## config.mk

```make
export PLATFORM = sky130hd
export DESIGN_NAME = radix4_booth_mul_seq
export DESIGN_NICKNAME = d
export VERILOG_FILES = /design/src/rtl/radix4_booth_mul_seq.sv
export SDC_FILE = /design/constraint.sdc
export NUM_CORES = 1
export LEC_CHECK = 0
export BUFFER_PORTS_ARGS = -buffer_cell sky130_fd_sc_hd__buf_2
export CAP_MARGIN = 10
export CORE_MARGIN = 2
export CORE_UTILIZATION = 45
export CTS_CLUSTER_DIAMETER = 60
export DETAILED_ROUTE_END_ITERATION = 10
export GPL_TIMING_DRIVEN = 1
export PLACE_DENSITY = 0.71
export SETUP_SLACK_MARGIN = 0.5
export SYNTH_ARGS = -nofsm -noshare
export SYNTH_HDL_FRONTEND = slang
export SYNTH_SLANG_ARGS = --single-unit
```

## constraint.sdc

```tcl
create_clock -name clk -period 4.2 [get_ports clk]
set_clock_uncertainty 0.15 [all_clocks]
set_input_delay 0.42 -clock clk [delete_from_list [all_inputs] [get_ports clk]]
set_output_delay 0.42 -clock clk [all_outputs]
set_load 0.01 [all_outputs]
```

## src/rtl/radix4_booth_mul_seq.sv

```systemverilog
// Sequential radix-4 Booth multiplier with valid/ready handshakes, signed/unsigned
// mode and a global clock enable; one partial product is accumulated per enabled cycle.
module radix4_booth_mul_seq #(
  parameter int WIDTH = 16
) (
  input  logic                 clk,
  input  logic                 rst,
  input  logic                 en,
  input  logic                 in_valid,
  output logic                 in_ready,
  input  logic [WIDTH-1:0]     a,
  input  logic [WIDTH-1:0]     b,
  input  logic                 signed_mode,
  output logic                 out_valid,
  input  logic                 out_ready,
  output logic [2*WIDTH-1:0]   product,
  output logic                 busy
);

  localparam int EW = WIDTH + 2;
  localparam int N  = EW / 2;
  localparam int PW = 2 * EW;
  localparam int CW = $clog2(N) + 1;

  typedef enum logic [1:0] {
    IDLE = 2'd0,
    MUL  = 2'd1,
    DONE = 2'd2
  } state_t;

  state_t             state_q, state_d;
  logic [CW-1:0]      cnt_q, cnt_d;
  logic [PW-1:0]      m_q, m_d;      // multiplicand, already scaled by 4^i
  logic [EW:0]        q_q, q_d;      // multiplier; bit 0 holds q[2i-1]
  logic [PW-1:0]      acc_q, acc_d;
  logic [2*WIDTH-1:0] prod_q, prod_d;

  logic [EW-1:0]      a_ext_s;
  logic [EW-1:0]      b_ext_s;
  logic [PW-1:0]      pp_s;
  logic [PW-1:0]      sum_s;
  logic               last_s;
  logic               load_s;

  assign in_ready  = en & ~rst & ((state_q == IDLE) | ((state_q == DONE) & out_ready));
  assign out_valid = en & ~rst & (state_q == DONE);
  assign busy      = ~rst & (state_q == MUL);
  assign product   = prod_q;

  assign load_s = in_valid & in_ready;
  assign last_s = (cnt_q == CW'(N - 1));
  assign sum_s  = acc_q + pp_s;

  // Operand extension to EW bits according to the requested mode
  always_comb begin
    if (signed_mode) begin
      a_ext_s = {{2{a[WIDTH-1]}}, a};
      b_ext_s = {{2{b[WIDTH-1]}}, b};
    end else begin
      a_ext_s = {2'b00, a};
      b_ext_s = {2'b00, b};
    end
  end

  // Booth digit selection from the current multiplier triplet
  always_comb begin
    pp_s = {PW{1'b0}};
    case (q_q[2:0])
      3'b001, 3'b010: pp_s = m_q;
      3'b011:         pp_s = {m_q[PW-2:0], 1'b0};
      3'b100:         pp_s = -{m_q[PW-2:0], 1'b0};
      3'b101, 3'b110: pp_s = -m_q;
      default:        pp_s = {PW{1'b0}};
    endcase
  end

  // Next-state and datapath update
  always_comb begin
    state_d = state_q;
    cnt_d   = cnt_q;
    m_d     = m_q;
    q_d     = q_q;
    acc_d   = acc_q;
    prod_d  = prod_q;
    if (load_s) begin
      m_d     = {{EW{a_ext_s[EW-1]}}, a_ext_s};
      q_d     = {b_ext_s, 1'b0};
      acc_d   = {PW{1'b0}};
      cnt_d   = {CW{1'b0}};
      state_d = MUL;
    end else if (en) begin
      case (state_q)
        MUL: begin
          acc_d = sum_s;
          m_d   = {m_q[PW-3:0], 2'b00};
          q_d   = {2'b00, q_q[EW:2]};
          cnt_d = cnt_q + CW'(1);
          if (last_s) begin
            prod_d  = sum_s[2*WIDTH-1:0];
            state_d = DONE;
          end else begin
            state_d = MUL;
          end
        end
        DONE: begin
          if (out_ready) begin
            state_d = IDLE;
          end else begin
            state_d = DONE;
          end
        end
        IDLE:    state_d = IDLE;
        default: state_d = IDLE;
      endcase
    end else begin
      state_d = state_q;
    end
  end

  // State and datapath registers
  always_ff @(posedge clk) begin
    if (rst) begin
      state_q <= IDLE;
      cnt_q   <= {CW{1'b0}};
      m_q     <= {PW{1'b0}};
      q_q     <= {(EW+1){1'b0}};
      acc_q   <= {PW{1'b0}};
      prod_q  <= {(2*WIDTH){1'b0}};
    end else begin
      state_q <= state_d;
      cnt_q   <= cnt_d;
      m_q     <= m_d;
      q_q     <= q_d;
      acc_q   <= acc_d;
      prod_q  <= prod_d;
    end
  end

endmodule

```

# == Word level (Yosys, flattened, before mapping) ==
# Index checks and enable logic that the tools add are counted.
# totals
reg_bits,130
in_bits,38
# classes
add_sub_neg,4
eq_ne,9
muxes,14
bitwise_logic,9
n_reduce_logical,9
# op_table
cell,count
one-hot mux 36 bit (4 select lines),1
two-way mux 36 bit,3
negation 36 bit,2
two-way mux 19 bit,3
adder 36 bit,1
two-way mux 18 bit,2
equality test 3 bit (second input constant),3
bitwise AND 1 bit,6
equality test 3 x 2 -> 1 bit (second input constant),2
OR reduction 2 bit,3
adder 5 x 1 -> 5 bit (second input constant),1
equality test 5 x 4 -> 1 bit (second input constant),1
two-way mux 2 bit,2
one-hot mux 2 bit (2 select lines),1
AND reduction 2 bit,2
AND reduction 4 bit,1
nonzero test 2 bit,2
equality test 3 x 1 -> 1 bit (second input constant),1
equality test 2 x 1 -> 1 bit (second input constant),1
equality test 2 bit (second input constant),1
zero test 2 bit,1
two-way mux 1 bit,2
NOT 1 bit,2
bitwise OR 1 bit,1

# == Longest topological paths before layout ==
# Gate-level depths: netlist (run 1).
# logic_depth
word_depth,7
ltp_mapped,19
depth_no_buf,19

# == Least setup slack after synthesis (run 1) ==
# No wires, ideal clock.
# synth_path
path_type,register to register
from,register m_q[10]
to,"register prod_q[29], in the netlist product[29]"
setup_ns,0.062
t_arrival_ns,4.389
required_time_ns,3.988
setup_slack_ns,-0.401
path_stages_with_launch,19
path_buffers,2
period_less_slack_ns,4.601
cell_sequence,dfxtp_1 buf_6 or4_4 or3_1 or2_4 or3_4 xor2_1 a22oi_1 o21ai_0 ha_1 clkbuf_1 a21oi_1 o21ai_0 a31oi_1 o21ai_0 o31ai_1 o21ai_0 or4b_1 nand3_1
# synth_via
elab_chain_len,3
# synth_rtl
item,line,source
"start, declared",33,"logic [PW-1:0] m_q, m_d;"
"start signal, assigned",125,m_q <= {PW{1'b0}};
"start signal, assigned",132,m_q <= m_d;
negation 36 bit (on tied branches),"72, 71",
one-hot mux 36 bit (4 select lines) (*),68,case (q_q[2:0])
adder 36 bit (*),52,assign sum_s = acc_q + pp_s;
"end signal, assigned",128,prod_q <= {(2*WIDTH){1'b0}};
"end signal, assigned",135,prod_q <= prod_d;
"end, declared",36,"logic [2*WIDTH-1:0] prod_q, prod_d;"
# Mark *: on every way between the ends. The rest lies on a longest branch, timed or not.
# A chain may end at the register's enable or synchronous reset.

# == Worst setup path after layout (run 1) ==
# layout_path
from,register m_q[9]
to,"register prod_q[26], in the netlist product[26]"
# The elaborated chain is that of the path after synthesis.

==> results.py, run 1 <==
metrics = {
    "place": {
        "hpwl_mm": 17.1,
        "numPortBuffers": 72,
        "gp_congestion": 0.900,
        "post_dp_cell_area_um2": 9350,
    },
    "synth": {
        "synthCells": 1116,
        "synth_fp_nets": 1192,
        "synth.distinct_cells": 70,
        "yosysWarnings": 0,
        "syn-mean-instance-area_um2": 7.42,
        "synth_area_um2": 8290,
        "yosysSeqAreaShare": 0.292,
        "synth-seq-cells": 121,
        "synth_ff_type": "dfxtp_1",
        "synth_edf_count": 0,
        "synthArstFlopShare": 0,
    },
    "worst_setup_path": {
        "r2r_end": "product[26]",
        "cp-startpoint": "m_q[9]",
        "cp-end-kind": "register",
        "reg2reg_depth": 16,
        "r2r_start": "m_q[9]",
        "cp_max_fo": 5,
        "regToRegSetupSlack_ns": -0.18,
        "cp.required_ns": 4.33,
        "crit_type": "register to register",
        "startpoint_type": "register",
        "worstPathArrival_ns": 4.52,
    },
    "clock_network": {
        "tritoncts": "built",
        "cts_sinks": 121,
        "cts_inserted_buffers": 17,
        "h-tree-depth": 4,
        "path_clk_slew_ns": 0.06,
        "ctsHoldBuffers": 0,
        "root_buffer": "clkbuf_16",
        "clk_latency_ns": 0.43,
        "cts.path.max_buffers": 2,
    },
    "timing": {
        "setup_ws_ns": -0.183,
        "rsz0062_at_grt": "yes",
        "holdWs_ns": 0.0294,
        "drv_slew": 0,
        "setup_viol": 19,
        "fin_crit_sh": 1.04,
        "tightest_slew_ns": 0.996,
        "slew_headroom": 0.334,
        "fmax_mhz": 228,
        "finalHoldViolCount": 0,
        "fin_crit_ns": 4.38,
    },
    "worst_hold_path": {
        "hp-class": "input pin to register",
        "worstHoldStart": "b[6]",
        "hold_path_depth": 3,
        "holdPathEnd": "q_q[7]",
    },
    "job": {
        "max_cap_violations": 0,
    },
    "floorplan": {
        "rows": 49,
        "die_area_um2": 19500,
        "die_h_um": 140,
        "core-area_um2": 18000,
        "start_util": 0.460,
        "die_w_um": 140,
        "io_pins": 73,
    },
    "run_status": {
        "status": "complete, but fails checks",
        "violations": "setup timing",
    },
    "global_routing": {
        "grt_pass1_vias": 8149,
        "grt_pass1_wl_mm": 40.5,
        "grt_usage": 0.253,
        "overflow": 0,
        "antenna_found_initial": 0,
        "grt_start_max_net_pins": 68,
    },
    "route": {
        "dr_total_vias": 8688,
        "wl_per_cell_um": 17.2,
        "firstDrtPassIters": 5,
        "drtIter0Drc": 711,
        "drc": 0,
        "routed_wirelength_mm": 25.4,
        "vias_per_cell": 5.88,
        "postRouteAntennaNets": 0,
    },
    "final_layout": {
        "layout-drive-gt1-share": 0.274,
        "nets": 1311,
        "final_area_um2": 10800,
        "n_antenna_cell": 0,
        "synthToLayoutAreaGrowth_pct": 29.8,
        "final_common_cell": "nand2_1",
        "mostFrequentLayoutCells": "189 x nand2_1, 123 x buf_4, 117 x dfxtp_1",
    },
    "pwr": {
        "p_leak_nw": 4.45,
        "power_density_nw_per_um2": 332,
        "peakVddDrop_mv": 0.318,
    },
}
## routing by layer
metal	vias up	global-route usage	routed length [µm]
met4	0	0.106	856
li1	4210	-	-
met2	336	0.410	11900
met5	-	0	0
met3	61	0.0502	1710
met1	4081	0.328	10900
## stage by stage
step	setup TNS (ns)	total power (W)	std cells	setup slack, ns	util
5_1_grt	-6.43	0.00371	1477	-0.385	0.597
3_3_place_gp	-0.619	0.00189	1417	-0.0994	0.519
4_1_cts	-1.33	0.00352	1465	-0.141	0.571
2_1_floorplan	-0.155	0.00168	1116	-0.0748	-
3_5_place_dp	-1.87	0.00190	1417	-0.206	0.519
6_report	-1.53	0.00357	1477	-0.183	0.597
## worst max-delay path, cell delays in order (launching register included)
cell	delay [ns]
dfxtp_2	0.34
or4_4	0.54
or3_4	0.34
or2_4	0.26
or3_4	0.34
xor2_1	0.15
a22oi_1	0.15
o21ai_1	0.11
ha_2	0.35
a21oi_2	0.20
buf_4	0.14
o211ai_1	0.08
a22o_1	0.29
o211a_1	0.26
or3_4	0.42
nand3_2	0.09
a21oi_2	0.05
## cells in the mapped netlist, types with 2 or more instances
library cell	number	share of area
nand2_1	193	0.087
dfxtp_1	121	0.29
a21oi_1	105	0.063
clkbuf_1	86	0.039
nor2_1	69	0.031
o21ai_0	50	0.030
xnor2_1	49	0.052
nor3_1	46	0.028
ha_1	37	0.056
mux2i_1	37	0.045
nand3_1	37	0.022
o31ai_1	29	0.026
xor2_1	23	0.024
inv_1	19	0.0086
or3_1	19	0.014
a221oi_1	17	0.018
a31oi_1	16	0.012
nand3b_1	14	0.013
a22oi_1	13	0.012
a21o_1	12	0.011
a211oi_1	10	0.0091
o211ai_1	9	0.0082
nand2b_1	7	0.0053
and3_1	6	0.0045
buf_1	6	0.0027
nand4_1	6	0.0045
o21a_1	6	0.0054
buf_2	5	0.0030
nor2b_1	5	0.0038
nor4_1	4	0.0030
o22ai_1	4	0.0030
a221o_1	3	0.0036
a22o_1	3	0.0032
o21bai_1	3	0.0027
or4_1	3	0.0027
a21boi_0	2	0.0018
a311oi_1	2	0.0021
and2_1	2	0.0015
and4_1	2	0.0021
mux2_2	2	0.0027
nand2_2	2	0.0015
nor3b_1	2	0.0018
o21ai_1	2	0.0012
or2_1	2	0.0015
## cell families (layout without fill, tap and decap cells)
logic type | Yosys count | count (layout) | synth area share
XOR/XNOR | 72 | 72 | 0.0761
multiplexers | 39 | 39 | 0.0474
flip-flops | 121 | 121 | 0.292
adder cells (fa/ha/maj) | 38 | 38 | 0.0583
AO/OA/AOI/OAI | 300 | 300 | 0.230
buffers and inverters | 119 | 251 | 0.0560
AND/OR/NAND/NOR | 427 | 427 | 0.240
## layout make-up
class	instances	area [µm²]
well taps	229	287
clock buffers	18	439
flip-flops and latches	121	2430
multi-input cells	876	6000
clock inverters	14	196
repair buffers	199	1330
fillers	1594	7270
inverters	20	75.1
## state kept, by name, summed over array words and instances (netlist names)
register  count
state_q       2
q_q          18
cnt_q         5
acc_q        32
m_q          32
product      32
## worst max-delay path by stage
stage,endpoint,cells after the start,slack [ns]
2_1_floorplan,product[29],18,-0.07
3_3_place_gp,product[30],19,-0.1
3_5_place_dp,product[30],19,-0.21
4_1_cts,product[30],19,-0.14
5_1_grt,acc_q[31],18,-0.38
6_report,product[26],16,-0.18
## power by group
group,switching (W),leakage (nW),internal [W]
clock network,0.000583,0.302,0.00101
logic,0.000419,3.16,0.000336
registers,0.0000390,0.983,0.00118
total,0.00104,4.45,0.00253
## what timing repair did
action                                  4_1_cts  5_1_grt
endpoints found under the setup margin       38       45
setup buffers                                16       12
endpoints found under the hold margin         0        0
pin swaps                                    38       38
resized for setup                            44       71
(Power assumes the default switching activity.)
==> run 2: changes to the inputs <==
==> config.mk (replaced) <==
export PLATFORM = sky130hd
export DESIGN_NAME = radix4_booth_mul_seq
export DESIGN_NICKNAME = d
export VERILOG_FILES = /design/src/rtl/radix4_booth_mul_seq.sv
export SDC_FILE = /design/constraint.sdc
export NUM_CORES = 1
export LEC_CHECK = 0
export CAP_MARGIN = 10
export CORE_MARGIN = 2
export CORE_UTILIZATION = 45
export CTS_CLUSTER_DIAMETER = 60
export DETAILED_ROUTE_END_ITERATION = 10
export DONT_BUFFER_PORTS = 1
export GPL_TIMING_DRIVEN = 1
export PLACE_DENSITY = 0.68
export SYNTH_ARGS = -nofsm -noshare
export SYNTH_HDL_FRONTEND = slang
export SYNTH_SLANG_ARGS = --single-unit
export TNS_END_PERCENT = 1
==> run 2 against run 1 <==
Against the previous run: the run still ends with setup timing left; sequential share of layout area is 1.5 points higher; cell area is 6.2% lower; die area stayed put; clock-buffer cell count is 4 higher; via count is 5.5% lower; clock power is 9% lower; cell count is 4.5% lower; combinational power is 9.8% lower; critical path type unchanged; largest power group unchanged; highest routed layer unchanged.
==> results.py, run 2 (synthesized netlist as in run 1, its figures left out) <==
metrics = {
    "route": {
        "drc": 0,
        "routed_wirelength_mm": 24.1,
        "vias_per_cell": 5.82,
        "wl_per_cell_um": 17.1,
        "firstDrtPassIters": 5,
        "postRouteAntennaNets": 0,
        "dr_total_vias": 8211,
        "drtIter0Drc": 734,
    },
    "clock_network": {
        "clk_latency_ns": 0.42,
        "cts_inserted_buffers": 17,
        "cts.path.max_buffers": 2,
        "h-tree-depth": 4,
        "root_buffer": "clkbuf_16",
        "tritoncts": "built",
        "cts_sinks": 121,
        "path_clk_slew_ns": 0.06,
    },
    "floorplan": {
        "rows": 49,
        "core-area_um2": 18000,
        "io_pins": 73,
        "die_w_um": 140,
        "die_h_um": 140,
        "die_area_um2": 19500,
        "start_util": 0.460,
    },
    "timing": {
        "fmax_mhz": 225,
        "fin_crit_sh": 1.06,
        "drv_slew": 0,
        "fin_crit_ns": 4.44,
        "finalHoldViolCount": 0,
        "fin_setup_tns_ns": -2.62,
        "tightest_slew_ns": 0.604,
        "rsz0062_at_grt": "yes",
        "setup_ws_ns": -0.237,
        "setup_viol": 15,
        "slew_headroom": 0.595,
    },
    "place": {
        "hpwl_mm": 16.5,
        "numPortBuffers": 0,
        "placed_cells": 1348,
        "gp_congestion": 0.943,
    },
    "global_routing": {
        "overflow": 0,
        "grt_usage": 0.246,
        "grt_start_max_net_pins": 71,
        "grt_pass1_vias": 7906,
        "grt_pass1_wl_mm": 39.6,
        "antenna_found_initial": 0,
    },
    "final_layout": {
        "layout-drive-gt1-share": 0.159,
        "nets": 1245,
        "synthToLayoutAreaGrowth_pct": 21.8,
        "final_common_cell": "nand2_1",
        "final_cells": 1411,
        "n_antenna_cell": 0,
        "mostFrequentLayoutCells": "191 x nand2_1, 119 x dfxtp_1, 103 x buf_4",
        "fin_util": 0.560,
    },
    "run_status": {
        "violations": "setup timing",
        "status": "complete, but fails checks",
    },
    "job": {
        "max_cap_violations": 0,
    },
    "worst_setup_path": {
        "cp_max_fo": 5,
        "r2r_start": "m_q[0]",
        "cp-startpoint": "m_q[0]",
        "worstPathArrival_ns": 4.63,
        "cp.required_ns": 4.40,
        "cp-end-kind": "register",
        "startpoint_type": "register",
        "crit_type": "register to register",
    },
    "worst_hold_path": {
        "worstHoldStart": "signed_mode",
        "hp-class": "input pin to register",
    },
    "pwr": {
        "p_leak_nw": 4.02,
        "total_power_w": 0.00335,
        "peakVddDrop_mv": 0.318,
        "power_density_nw_per_um2": 332,
    },
}
[run 2: cell types whose count changed in the layout (fill, tap and decap cells not counted), moves of 6 or more]
cell           change
buf_2             -72
dlygate4sd3_1     +29
buf_4             -20
o21ai_0           +12
a21oi_1           +11
a21oi_2            -9
ha_1               +8
o21ai_1            -8
xnor2_1            +6
xnor2_2            -6
[run 2: what timing repair did]
action,CTS,global route
resized for setup,12,31
setup endpoints to repair,15,28
hold buffers,30,0
hold endpoints to repair,73,0
setup buffers,1,0
pin swaps,5,21
[run 2: worst paths after layout]
check / to / cells after the start / slack (ns)
max reg2reg: product[30] / 19 / -0.24
max: product[30] / 19 / -0.24
min: q_q[17] / 2 / 0.009
min reg2reg: acc_q[2] / 2 / 0.31
[run 2: final cells by class]
class / count / area, µm²
fill: 1676 / 7940
tap: 229 / 287
clock buffer: 22 / 464
sequential: 121 / 2420
inverter: 20 / 75.1
timing repair buffer: 133 / 1090
clock inverter: 10 / 119
multi-input combinational: 876 / 5630
[run 2: report_power, final]
| part | switching (W) | internal [W] | total (W) |
|---|---|---|---|
| registers | 0.0000382 | 0.00118 | 0.00122 |
| logic | 0.000379 | 0.000301 | 0.000680 |
| clock network | 0.000547 | 0.000906 | 0.00145 |
| total | 0.000964 | 0.00239 | 0.00335 |
[run 2: per-layer routing]
metal / part of all wire / up-vias / GRT usage
met5: 0 / - / 0
met4: 0.018 / 0 / 0.0789
met3: 0.051 / 34 / 0.0451
met2: 0.46 / 241 / 0.394
met1: 0.47 / 3859 / 0.338
li1: - / 4077 / -
[run 2: worst max-delay path, cell delays in order (launching register included)]
cell and delay (ns):
dfxtp_2 0.32, inv_2 0.07, ha_4 0.13, nor4b_4 0.24, nand2_2 0.08, or4_4 0.43, or3_4 0.42, a22o_1 0.21
a32oi_1 0.17, nor2_1 0.06, a21o_1 0.20, ha_4 0.17, a211o_1 0.26, a31oi_1 0.16, o211ai_1 0.12, a22o_1 0.29
o211ai_1 0.34, a21oi_2 0.13, or3_1 0.32, o211ai_1 0.08
[run 2: stage by stage]
step	setup slack (ns)	hold WS, ns	cell area [µm²]
final	-0.237	0.00938	10100
after global placement	-0.102	0.296	8980
after detailed placement	-0.191	0.306	8980
after floorplan	-0.0921	0.288	8320
after global routing	-0.545	0.0172	10100
after CTS	-0.141	0.00402	9950
==> run 3: changes to the inputs <==
--- a/config.mk
+++ b/config.mk
@@ -6,13 +6,14 @@
 export NUM_CORES = 1
 export LEC_CHECK = 0
 export CAP_MARGIN = 10
-export CORE_MARGIN = 2
+export CORE_MARGIN = 4
 export CORE_UTILIZATION = 45
 export CTS_CLUSTER_DIAMETER = 60
 export DETAILED_ROUTE_END_ITERATION = 10
 export DONT_BUFFER_PORTS = 1
 export GPL_TIMING_DRIVEN = 1
 export PLACE_DENSITY = 0.68
+export SETUP_SLACK_MARGIN = 0.15
 export SYNTH_ARGS = -nofsm -noshare
 export SYNTH_HDL_FRONTEND = slang
 export SYNTH_SLANG_ARGS = --single-unit
==> run 3 against run 2 <==
Against the previous run: worst setup slack improved by 0.039 ns; largest cell class unchanged; the flow still finishes with violations (setup timing); largest power group unchanged; critical path depth did not move; register-to-register slack improved by 0.04 ns; via count is 1.0% higher; combinational power grew 3.8%; clock-buffer cell count rose by 1.
==> results.py, run 3 (synthesized netlist as in run 1, its figures left out) <==
metrics = {
    "route": {
        "postRouteAntennaNets": 0,
        "wl_per_cell_um": 17.6,
        "vias_per_cell": 5.88,
        "drc": 0,
        "routed_wirelength_mm": 24.8,
        "dr_total_vias": 8294,
        "drtIter0Drc": 622,
        "firstDrtPassIters": 5,
    },
    "final_layout": {
        "final_common_cell": "nand2_1",
        "nets": 1246,
        "layout-drive-gt1-share": 0.170,
        "mostFrequentLayoutCells": "191 x nand2_1, 120 x dfxtp_1, 100 x buf_4",
        "synthToLayoutAreaGrowth_pct": 23.6,
        "n_antenna_cell": 0,
        "fin_util": 0.568,
    },
    "clock_network": {
        "cts_inserted_buffers": 17,
        "h-tree-depth": 4,
        "path_clk_slew_ns": 0.06,
        "clk_latency_ns": 0.43,
        "cts_sinks": 121,
        "root_buffer": "clkbuf_16",
        "tritoncts": "built",
        "cts.path.max_buffers": 2,
    },
    "global_routing": {
        "grt_pass1_vias": 7692,
        "grt_pass1_wl_mm": 39.4,
        "overflow": 0,
        "grt_usage": 0.236,
        "grt_start_max_net_pins": 71,
        "antenna_found_initial": 0,
    },
    "job": {
        "max_cap_violations": 0,
    },
    "timing": {
        "fin_crit_ns": 4.40,
        "slew_headroom": 0.445,
        "fin_crit_sh": 1.05,
        "holdWs_ns": 0.00820,
        "rsz0062_at_grt": "yes",
        "fmax_mhz": 227,
        "drv_slew": 0,
        "finalHoldViolCount": 0,
        "setup_viol": 11,
        "tightest_slew_ns": 0.832,
        "setup_ws_ns": -0.199,
    },
    "floorplan": {
        "rows": 49,
        "core-area_um2": 18000,
        "die_area_um2": 20600,
        "start_util": 0.460,
        "die_w_um": 144,
        "die_h_um": 144,
        "io_pins": 73,
    },
    "pwr": {
        "p_int_w": 0.00253,
        "peakVddDrop_mv": 0.311,
        "p_leak_nw": 4.05,
        "power_density_nw_per_um2": 340,
        "power.share.clock": 0.447,
        "share_comb_of_total_power": 0.203,
        "switchingPower_w": 0.000954,
        "pwr-share-seq": 0.351,
        "swShare": 0.274,
        "total_power_w": 0.00348,
    },
    "place": {
        "numPortBuffers": 0,
        "gp_congestion": 0.936,
        "hpwl_mm": 16.6,
    },
    "worst_setup_path": {
        "worstPathArrival_ns": 4.55,
        "cp_max_fo": 5,
        "cp-end-kind": "register",
        "cpPeakStageDelay_ns": 0.43,
        "startpoint_type": "register",
        "cp.required_ns": 4.35,
        "crit_path_top_delay_cell": "or4_4",
        "crit_type": "register to register",
        "worstPathCellList": "inv_2 > ha_4 > nor4b_4 > nand2_2 > or4_4 > or3_4 > a22o_1 > a32oi_1 > nor2_1 > a21o_1 > ha_4 > a211o_1 > a31oi_1 > o211ai_1 > a22o_1 > o211a_1 > or3_4 > nand3_2 > a21oi_2",
    },
    "worst_hold_path": {
        "hp-class": "input pin to register",
    },
    "run_status": {
        "status": "complete, but fails checks",
        "violations": "setup timing",
    },
}
-- run 3: critical path: cells and delay by family, from the launching register on --
family                   cells  cell delay [ns]
buffers and inverters        1             0.07
adder cells (fa/ha/maj)      2             0.30
AO/OA/AOI/OAI                9             1.70
AND/OR/NAND/NOR              7             1.73
flip-flops                   1             0.33
-- run 3: through the flow --
stage          TNS (ns)  cell area, µm²  setup slack, ns  std cells
3_5_place_dp      -2.33            8960           -0.207       1343
4_1_cts           -1.28            9990           -0.150       1407
6_report          -1.38           10200           -0.199       1410
5_1_grt           -5.90           10200           -0.400       1410
2_1_floorplan    -0.247            8320          -0.0921       1116
3_3_place_gp      -1.24            8960           -0.145       1343
-- run 3: power by group through the flow --
stage                     clock, W  combinational (W)  sequential, W
final                      0.00156           0.000706        0.00122
after global routing       0.00163           0.000768        0.00123
after CTS                  0.00157           0.000661        0.00122
after detailed placement         0           0.000613        0.00124
after global placement           0           0.000602        0.00124
after floorplan                  0           0.000457        0.00122
-- run 3: layout make-up --
type / count / area, µm²
multi-input cells: 876 / 5710
fillers: 1632 / 7790
clock inverters: 7 / 141
repair buffers: 134 / 1120
clock buffers: 23 / 478
flip-flops and latches: 121 / 2420
inverters: 20 / 75.1
well taps: 229 / 287
-- run 3: final timing paths --
| path | to | from | depth (start not counted) | slack, ns |
|---|---|---|---|---|
| worst max-delay path | acc_q[26] | m_q[1] | 19 | -0.20 |
| worst min-delay path | q_q[17] | b[15] | 2 | 0.008 |
| worst max register to register | acc_q[26] | m_q[1] | 19 | -0.20 |
| worst min register to register | acc_q[8] | acc_q[8] | 2 | 0.31 |
-- run 3: repair_timing --
item / in CTS / in global routing
buffers inserted: 2 / 3
setup endpoints to repair: 27 / 36
resized for setup: 12 / 51
pin swaps: 5 / 31
hold buffers: 32 / 0
endpoints found under the hold margin: 73 / 0
-- run 3: layer usage --
metal | GRT usage | vias to the layer above | part of all wire
met3 | 0.0426 | 40 | 0.059
met4 | 0.0847 | 0 | 0.024
met1 | 0.326 | 3885 | 0.46
met5 | 0 | - | 0
met2 | 0.369 | 281 | 0.46
li1 | - | 4088 | -
